`src/rtl/bp_stats_pkg.sv`:
```
// Shared types and constants for the branch-predictor statistics collector.
package bp_stats_pkg;

  localparam int STREAK_WID   = 16;
  // Snapshot fields are sized for the widest supported counter (CNT_WID <= 64).
  localparam int SNAP_MAX_WID = 64;

  typedef enum logic {
    SNAP_IDLE,
    SNAP_HOLD
  } snap_state_e;

  typedef struct packed {
    logic [SNAP_MAX_WID-1:0] total;
    logic [SNAP_MAX_WID-1:0] mispred;
  } snap_t;

endpackage

```
`src/rtl/bp_delay_line.sv`:
```
// LAT-stage valid/data shift register; flush_i synchronously drops every valid bit.
module bp_delay_line #(
  parameter int LAT = 1,
  parameter int DW  = 1
) (
  input  logic          clk,
  input  logic          rst_n,
  input  logic          flush_i,
  input  logic          valid_i,
  input  logic [DW-1:0] data_i,
  output logic          valid_o,
  output logic [DW-1:0] data_o
);

  logic [LAT-1:0] valid_q;
  logic [DW-1:0]  data_q [LAT];

  always_ff @(posedge clk or negedge rst_n) begin
    if (!rst_n) begin
      valid_q <= '0;
      for (int i = 0; i < LAT; i++) data_q[i] <= '0;
    end else begin
      valid_q[0] <= valid_i & ~flush_i;
      data_q[0]  <= data_i;
      for (int i = 1; i < LAT; i++) begin
        valid_q[i] <= valid_q[i-1] & ~flush_i;
        data_q[i]  <= data_q[i-1];
      end
    end
  end

  assign valid_o = valid_q[LAT-1];
  assign data_o  = data_q[LAT-1];

endmodule

```
`src/rtl/bp_stats_collector.sv`:
```
// Branch-predictor accuracy statistics: cumulative/windowed mispredict counts and snapshots.
// Optional misprediction streak tracking is enabled by defining BP_STATS_STREAK_EN.
module bp_stats_collector
  import bp_stats_pkg::*;
#(
  parameter int ADDR_WID = 32,
  parameter int CNT_WID  = 32,
  parameter int PRED_LAT = 1,
  parameter int WINDOW   = 1024
) (
  input  logic                       clk,
  input  logic                       rst_n,
  input  logic                       b_valid,
  input  logic [ADDR_WID-1:0]        b_addr,
  input  logic                       b_taken,
  input  logic                       prediction,
  input  logic                       clear,
  input  logic                       snap_req,
  output logic                       snap_valid,
  input  logic                       snap_ready,
  output logic [CNT_WID-1:0]         snap_total,
  output logic [CNT_WID-1:0]         snap_mispred,
  output logic                       win_done,
  output logic [$clog2(WINDOW):0]    win_mispred,
  output logic [ADDR_WID-1:0]        last_mispred_addr,
  output logic [STREAK_WID-1:0]      max_streak
);

  localparam int WIN_IDX = $clog2(WINDOW);
  localparam int WIN_CW  = WIN_IDX + 1;

  logic                res_valid;
  logic                res_taken;
  logic [ADDR_WID-1:0] res_addr;
  logic                res_mis;

  bp_delay_line #(
    .LAT (PRED_LAT),
    .DW  (ADDR_WID + 1)
  ) u_delay (
    .clk     (clk),
    .rst_n   (rst_n),
    .flush_i (clear),
    .valid_i (b_valid),
    .data_i  ({b_taken, b_addr}),
    .valid_o (res_valid),
    .data_o  ({res_taken, res_addr})
  );

  assign res_mis = (prediction != res_taken);

  logic [CNT_WID-1:0]  total_q, total_d, mispred_q, mispred_d;
  logic [WIN_IDX-1:0]  win_cnt_q, win_cnt_d, win_mis_q, win_mis_d;
  logic [WIN_CW-1:0]   win_mispred_q, win_mispred_d;
  logic                win_done_q, win_done_d;
  logic [ADDR_WID-1:0] last_addr_q, last_addr_d;

  // Clear outranks a resolving branch, so that branch is simply never counted.
  always_comb begin
    total_d       = total_q;
    mispred_d     = mispred_q;
    win_cnt_d     = win_cnt_q;
    win_mis_d     = win_mis_q;
    win_done_d    = 1'b0;
    win_mispred_d = win_mispred_q;
    last_addr_d   = last_addr_q;
    if (clear) begin
      total_d       = '0;
      mispred_d     = '0;
      win_cnt_d     = '0;
      win_mis_d     = '0;
      win_mispred_d = '0;
      last_addr_d   = '0;
    end else if (res_valid) begin
      if (total_q != '1) total_d = total_q + 1'b1;
      if (res_mis) begin
        if (mispred_q != '1) mispred_d = mispred_q + 1'b1;
        last_addr_d = res_addr;
      end
      win_cnt_d = win_cnt_q + 1'b1;
      if (win_cnt_q == WIN_IDX'(WINDOW - 1)) begin
        win_done_d    = 1'b1;
        win_mispred_d = WIN_CW'(win_mis_q) + WIN_CW'(res_mis);
        win_mis_d     = '0;
      end else begin
        win_mis_d = win_mis_q + WIN_IDX'(res_mis);
      end
    end
  end

  always_ff @(posedge clk or negedge rst_n) begin
    if (!rst_n) begin
      total_q       <= '0;
      mispred_q     <= '0;
      win_cnt_q     <= '0;
      win_mis_q     <= '0;
      win_done_q    <= 1'b0;
      win_mispred_q <= '0;
      last_addr_q   <= '0;
    end else begin
      total_q       <= total_d;
      mispred_q     <= mispred_d;
      win_cnt_q     <= win_cnt_d;
      win_mis_q     <= win_mis_d;
      win_done_q    <= win_done_d;
      win_mispred_q <= win_mispred_d;
      last_addr_q   <= last_addr_d;
    end
  end

  snap_state_e state_q;
  logic        snap_valid_q;
  snap_t       snap_q;

  // Capture uses the registered counts, so a branch resolving in the request cycle is excluded.
  always_ff @(posedge clk or negedge rst_n) begin
    if (!rst_n) begin
      state_q      <= SNAP_IDLE;
      snap_valid_q <= 1'b0;
      snap_q       <= '0;
    end else begin
      case (state_q)
        SNAP_IDLE: begin
          if (snap_req) begin
            state_q        <= SNAP_HOLD;
            snap_valid_q   <= 1'b1;
            snap_q.total   <= SNAP_MAX_WID'(total_q);
            snap_q.mispred <= SNAP_MAX_WID'(mispred_q);
          end
        end
        SNAP_HOLD: begin
          if (snap_ready) begin
            state_q      <= SNAP_IDLE;
            snap_valid_q <= 1'b0;
          end
        end
        default: begin
          state_q      <= SNAP_IDLE;
          snap_valid_q <= 1'b0;
        end
      endcase
    end
  end

  always_ff @(posedge clk) begin
    if (rst_n) begin
      assert (((snap_q.total >> CNT_WID) == '0) && ((snap_q.mispred >> CNT_WID) == '0));
    end
  end

`ifdef BP_STATS_STREAK_EN
  logic [STREAK_WID-1:0] streak_q, streak_d, max_streak_q, max_streak_d;

  always_comb begin
    streak_d     = streak_q;
    max_streak_d = max_streak_q;
    if (clear) begin
      streak_d     = '0;
      max_streak_d = '0;
    end else if (res_valid) begin
      if (res_mis) begin
        if (streak_q != '1) streak_d = streak_q + 1'b1;
      end else begin
        streak_d = '0;
      end
      if (streak_d > max_streak_q) max_streak_d = streak_d;
    end
  end

  always_ff @(posedge clk or negedge rst_n) begin
    if (!rst_n) begin
      streak_q     <= '0;
      max_streak_q <= '0;
    end else begin
      streak_q     <= streak_d;
      max_streak_q <= max_streak_d;
    end
  end

  assign max_streak = max_streak_q;
`else
  assign max_streak = '0;
`endif

  assign snap_valid        = snap_valid_q;
  assign snap_total        = snap_q.total[CNT_WID-1:0];
  assign snap_mispred      = snap_q.mispred[CNT_WID-1:0];
  assign win_done          = win_done_q;
  assign win_mispred       = win_mispred_q;
  assign last_mispred_addr = last_addr_q;

endmodule
```
`config.mk`:
```
export PLATFORM = sky130hd
export DESIGN_NAME = bp_stats_collector
export DESIGN_NICKNAME = d
export VERILOG_FILES = /design/src/rtl/bp_stats_pkg.sv /design/src/rtl/bp_delay_line.sv /design/src/rtl/bp_stats_collector.sv
export SDC_FILE = /design/constraint.sdc
export NUM_CORES = 1
export LEC_CHECK = 0
export ABC_CLOCK_PERIOD_IN_PS = 2400
export CORE_MARGIN = 3
export CORE_UTILIZATION = 48
export CTS_BUF_LIST = sky130_fd_sc_hd__clkbuf_16
export DETAILED_ROUTE_END_ITERATION = 10
export GPL_ROUTABILITY_DRIVEN = 1
export HOLD_SLACK_MARGIN = 0.15
export PLACE_DENSITY = 0.76
export SETUP_SLACK_MARGIN = 0.02
export SLEW_MARGIN = 30
export SYNTH_ARGS = -nofsm -noshare
export SYNTH_HDL_FRONTEND = slang
export SYNTH_SLANG_ARGS = --single-unit
export TNS_END_PERCENT = 20
```
`constraint.sdc`:
```
create_clock -name clk -period 2.4 [get_ports clk]
set_input_delay 0.24 -clock clk [delete_from_list [all_inputs] [get_ports clk]]
set_output_delay 0.24 -clock clk [all_outputs]
set_load 0.02 [all_outputs]
```
[Yosys cells after proc, flatten, opt, wreduce, memory -nomap -nowiden]
Cells that the tools add are included.
Word-level totals
  bits in registers: 228
  input port bits: 40
  word-level logic and storage cells: 65
  output and inout bits: 125
Cells by class
  bitwise operators: 3
  $add $sub $neg: 5
  equal/unequal tests: 6
  reduce and logical (&&, ||, !) cells: 11
  multiplexer cells: 27
Operator list (count)
  32-bit two-way mux: 10
  32-bit by 1-bit adder with 32-bit output (second input constant): 2
  32-bit != test (second input constant): 2
  10-bit two-way mux: 5
  11-bit two-way mux: 3
  10-bit by 1-bit adder with 11-bit output: 1
  10-bit by 1-bit adder with 10-bit output: 1
  10-bit by 1-bit adder with 10-bit output (second input constant): 1
  10-bit equality test (second input constant): 1
  2-bit AND reduction: 5
  2-bit nonzero test: 5
  1-bit two-way mux: 7
  2-bit != test (second input constant): 2
  1-bit case mux with 2 select lines: 2
  3-bit AND reduction: 1
  1-bit NOT: 2
  1-bit AND: 1
  1-bit != test: 1

[Depth between registers and ports, before layout]
  depth after elaboration: 5
  depth in mapped cells: 9
  depth with buffers taken out: 8

[By module]
Synthesis repeated with hierarchy kept, for this count alone.
Unflattened totals
  cells, all modules: 834
  area, all modules: 9725.6 µm²
Modules (own cells, without submodules)
  bp_stats_collector: instances 1, sequential area each 4854.7 µm², cells an instance 799, area each 8861.0 µm²
  bp_delay_line: instances 1, sequential area each 850.8 µm², cells an instance 35, area each 864.6 µm²

[Worst setup path before layout]
Ideal clock, no wire load.
  path type: reg-to-reg
  start: register total_q[0]
  end: register total_q[1]
  cell stages (with the launch flop): 10
  slack: 0.159 ns
  setup time: 0.132 ns
  buffers on the path: 3
  clock period less this slack: 2.241 ns
  arrival time: 2.109 ns
  required time: 2.268 ns
  cell sequence: dfrtp_1 ha_1 nand3_1 or4_1 buf_4 o31ai_4 buf_6 buf_12 mux2i_1 nor2_1
Between the ends
  word-level cells in the longest chain between the ends: 4
  elaborated cells on any way between the ends: 7
  classes of those cells: 1 x add/sub; 1 x eq/ne; 3 x mux; 2 x reduce/logical
RTL lines
  from (decl): RTL line bp_stats_collector.sv:52  | logic [CNT_WID-1:0] total_q, total_d, mispred_q, mispred_d;
  from (signal assigned): RTL line bp_stats_collector.sv:101  | total_q <= total_d;
  32-bit by 1-bit adder with 32-bit output: RTL line bp_stats_collector.sv:75  | if (total_q != '1) total_d = total_q + 1'b1;
  32-bit two-way mux: RTL line bp_stats_collector.sv:75
  32-bit two-way mux: RTL line bp_stats_collector.sv:74  | end else if (res_valid) begin
  32-bit two-way mux: RTL line bp_stats_collector.sv:67  | if (clear) begin
Parallel ways exist; a longest one is shown, timed or not. The select of a mux whose other input is x is not followed.
A chain may end at the register's enable or synchronous reset.

[Worst setup path in the final report]
  start: register total_q[4]
  end: register total_q[27]
The elaborated chain is that of the path after synthesis.

==> out/results.ini <==
[status]
status = finished clean

[placed_design]
port_buffers = 148
dp_hpwl_um = 14600
gp_congestion = 0.845

[logic_synthesis]
ys_seq_area_share_pct = 58.6
synth_cell_types = 54
synth.avg_cell_area_sq_um = 11.4
ys.flop_type = dfrtp_1
yosysWarnings = 0
netlist_area_sq_mm = 0.00974
synthArstFlopShare_pct = 100
ys_seq_elements = 228
synth_edf_count = 0
synthCells = 855

[timing]
maxSlewViolCount = 0
timing.slew.headroom_pct = 62.8
tightestPinTransition_ps = 559
fmax_ghz = 0.443
setup_viol = 0
hold_viol_final = 0
fin_skew_ps = 29.1
rsz0062_at_grt = true
post-route-min-period_ps = 2260
fin_crit_sh_pct = 94.0

[min_path]
hold_end = u_delay.data_o[4]
hp-class = in -> reg
hp-start = b_addr[4]
min_delay_path_depth = 1

[cts]
cts_root_buffer = clkbuf_16
tritoncts = done
postCtsSetupRepairBufs = 0
htree_levels = 1
cts.sinks = 228
cts_buffers = 24
clock_path_buffers = 3
clk_pin_slew_ps = 60
clock_latency_ps = 530

[worst_setup_path]
crit_required_ps = 2790
cp-end-kind = flop
path_depth = 5
crit_slowest_cell = or4b_2
worstRegToRegCells = 5
criticalPathCategory = reg -> reg
critPathBufInv = 0
crit-reg2reg-launch = total_q[4]
cp_max_fo = 7
cp-start-kind = flop
path_cells = nand4_2 -> nor4_4 -> nand3_1 -> or4b_2 -> mux2_2
cp.arrival_ps = 2650
crit_family = simple AND/OR/NAND/NOR gates
r2r_end = total_q[27]
r2r_slack_ps = 140
max_stage_delay_ps = 640

[power_and_ir_drop]
p_leak_uw = 0.00553
total_power_uw = 8200
irDropWorstVdd_mv = 0.577
power-per-cell-area_mw_per_mm2 = 645

[detailed_routing]
wl_met2_um = 10800
num_vias = 7440
wl_per_cell_um = 16.9
totalWireLength_um = 22500
drtPass1Iterations = 6
wl_met1_um = 9850
topRoutingLayerUsed = met4
drc = 0
dr_wl_met3_um = 1150
vias_per_cell = 5.57
detail-route-antenna-nets = 0
drt_iter0_markers = 486

[layout]
antennaDiodeCount = 0
fillers = 1525
final_util_pct = 64.5
area_growth_pct = 30.5
nets = 1099
drive_above_1_share_pct = 13.8

[global_routing]
grt_max_degree = 74
grt_pass1_vias = 7448
grt_pass1_wl_um = 37700
track_usage_pct = 20.4
grt_remaining_overflow = 0
antenna_found_initial = 0

[floorplanning]
rows = 51
ios = 165
core_area_sq_mm = 0.0197
die_height_um = 148
die_w_um = 148
start_util_pct = 49.4
dieArea_sq_mm = 0.0220

[flow_run]
max_cap_violations = 0

==> per-stage QoR <==
step,hold slack [ps],setup WS (ps),TNS [ps],cell area [sq um],cells
after floorplan,-55.6,159,0,9800,870
after global placement,240,-10.5,-10.5,11700,1265
after detailed placement,245,-51.4,-52.2,11700,1265
after CTS,150,55.4,0,12700,1334
after global routing,151,2.21,0,12700,1335
final,166,143,0,12700,1335
==> cells in the mapped netlist (all sizes together) (10+ instances only) <==
library cell / count / share of area (%)
dfrtp: 228 / 59
nand2: 74 / 2.9
mux2: 60 / 6.9
nor2: 56 / 2.2
nand3: 52 / 2.7
o21ai: 37 / 1.9
a22o: 34 / 3.1
a21oi: 32 / 1.6
clkbuf: 32 / 1.2
buf: 28 / 2.1
nand4: 25 / 1.8
xnor2: 18 / 1.6
or3: 17 / 1.1
or4: 15 / 1.2
nor4: 13 / 1.1
and3: 12 / 0.77
o31ai: 11 / 0.99
nor3: 10 / 0.51
xor2: 10 / 0.90
==> how the worst max path moves through the flow <==
stage	from	endpoint
floorplan	total_q[0]	total_q[1]
finish	total_q[4]	total_q[27]
global route	mispred_q[0]	mispred_q[19]
detailed placement	prediction	win_mis_q[8]
CTS	mispred_q[0]	mispred_q[19]
global placement	prediction	win_mis_q[8]
==> final cells by class <==
type / instances / area (sq um) / share of cell area (%)
clock buffers: 24 / 601 / 4.72
well taps: 265 / 332 / 2.61
inverters: 9 / 33.8 / 0.266
multi-input cells: 573 / 3770 / 29.7
clock inverters: 18 / 140 / 1.10
flip-flops and latches: 228 / 5710 / 44.9
repair buffers: 218 / 2130 / 16.7
==> cells by family after synthesis <==
logic type               after synthesis  share of synthesized area, %
other                                  1                        0.0385
flip-flops                           228                          58.6
buffers and inverters                 69                          3.64
XOR/XNOR                              28                          2.52
multiplexers                          63                          7.24
AO/OA/AOI/OAI                        160                          11.3
adder cells (fa/ha/maj)                5                         0.642
AND/OR/NAND/NOR                      301                          16.1
==> registers in the layout (all words and copies together) (netlist names), 10 cells and up <==
signal,cells
snap_mispred,32
u_delay.data_o,33
mispred_q,32
win_mispred,11
total_q,32
last_mispred_addr,32
snap_total,32
win_cnt_q,10
win_mis_q,10
==> where the power goes <==
part / total [uW] / switching (uW) / internal, uW
clock: 3510 / 1490 / 2030
combinational: 681 / 382 / 299
sequential: 4010 / 64.7 / 3940
total: 8200 / 1930 / 6270
==> layer usage <==
layer / track usage [%] / up-vias
met4: 6.70 / 0
li1: - / 3486
met5: 0 / -
met3: 3.23 / 52
met1: 28.6 / 3674
met2: 33.0 / 228
==> placed cells by master (no fill, tap or decap), drive strengths merged, types with 8 or more instances in the layout <==
master | netlist | final
nand4 | 25 | 25
inv | 9 | 17
a21oi | 32 | 32
buf | 28 | 44
nor4 | 13 | 13
nand3b | 8 | 8
clkdlybuf4s50 | 0 | 146
and3 | 12 | 12
or3 | 17 | 17
a22o | 34 | 34
clkbuf | 32 | 24
nand3 | 52 | 52
xnor2 | 18 | 18
nand2 | 74 | 74
dlygate4sd3 | 0 | 28
clkinv | 0 | 8
o21ai | 37 | 37
conb | 1 | 16
xor2 | 10 | 10
mux2 | 60 | 60
nor2 | 56 | 56
a211oi | 9 | 9
nor3 | 10 | 10
dfrtp | 228 | 228
or4 | 15 | 15
o31ai | 11 | 11
==> what timing repair did <==
item | CTS | global route
hold buffers | 27 | 1
endpoints found under the hold margin | 96 | 1
gates resized for setup | 1 | 3
endpoints found under the setup margin | 1 | 12
No activity file was read; power rests on OpenSTA's default activity.
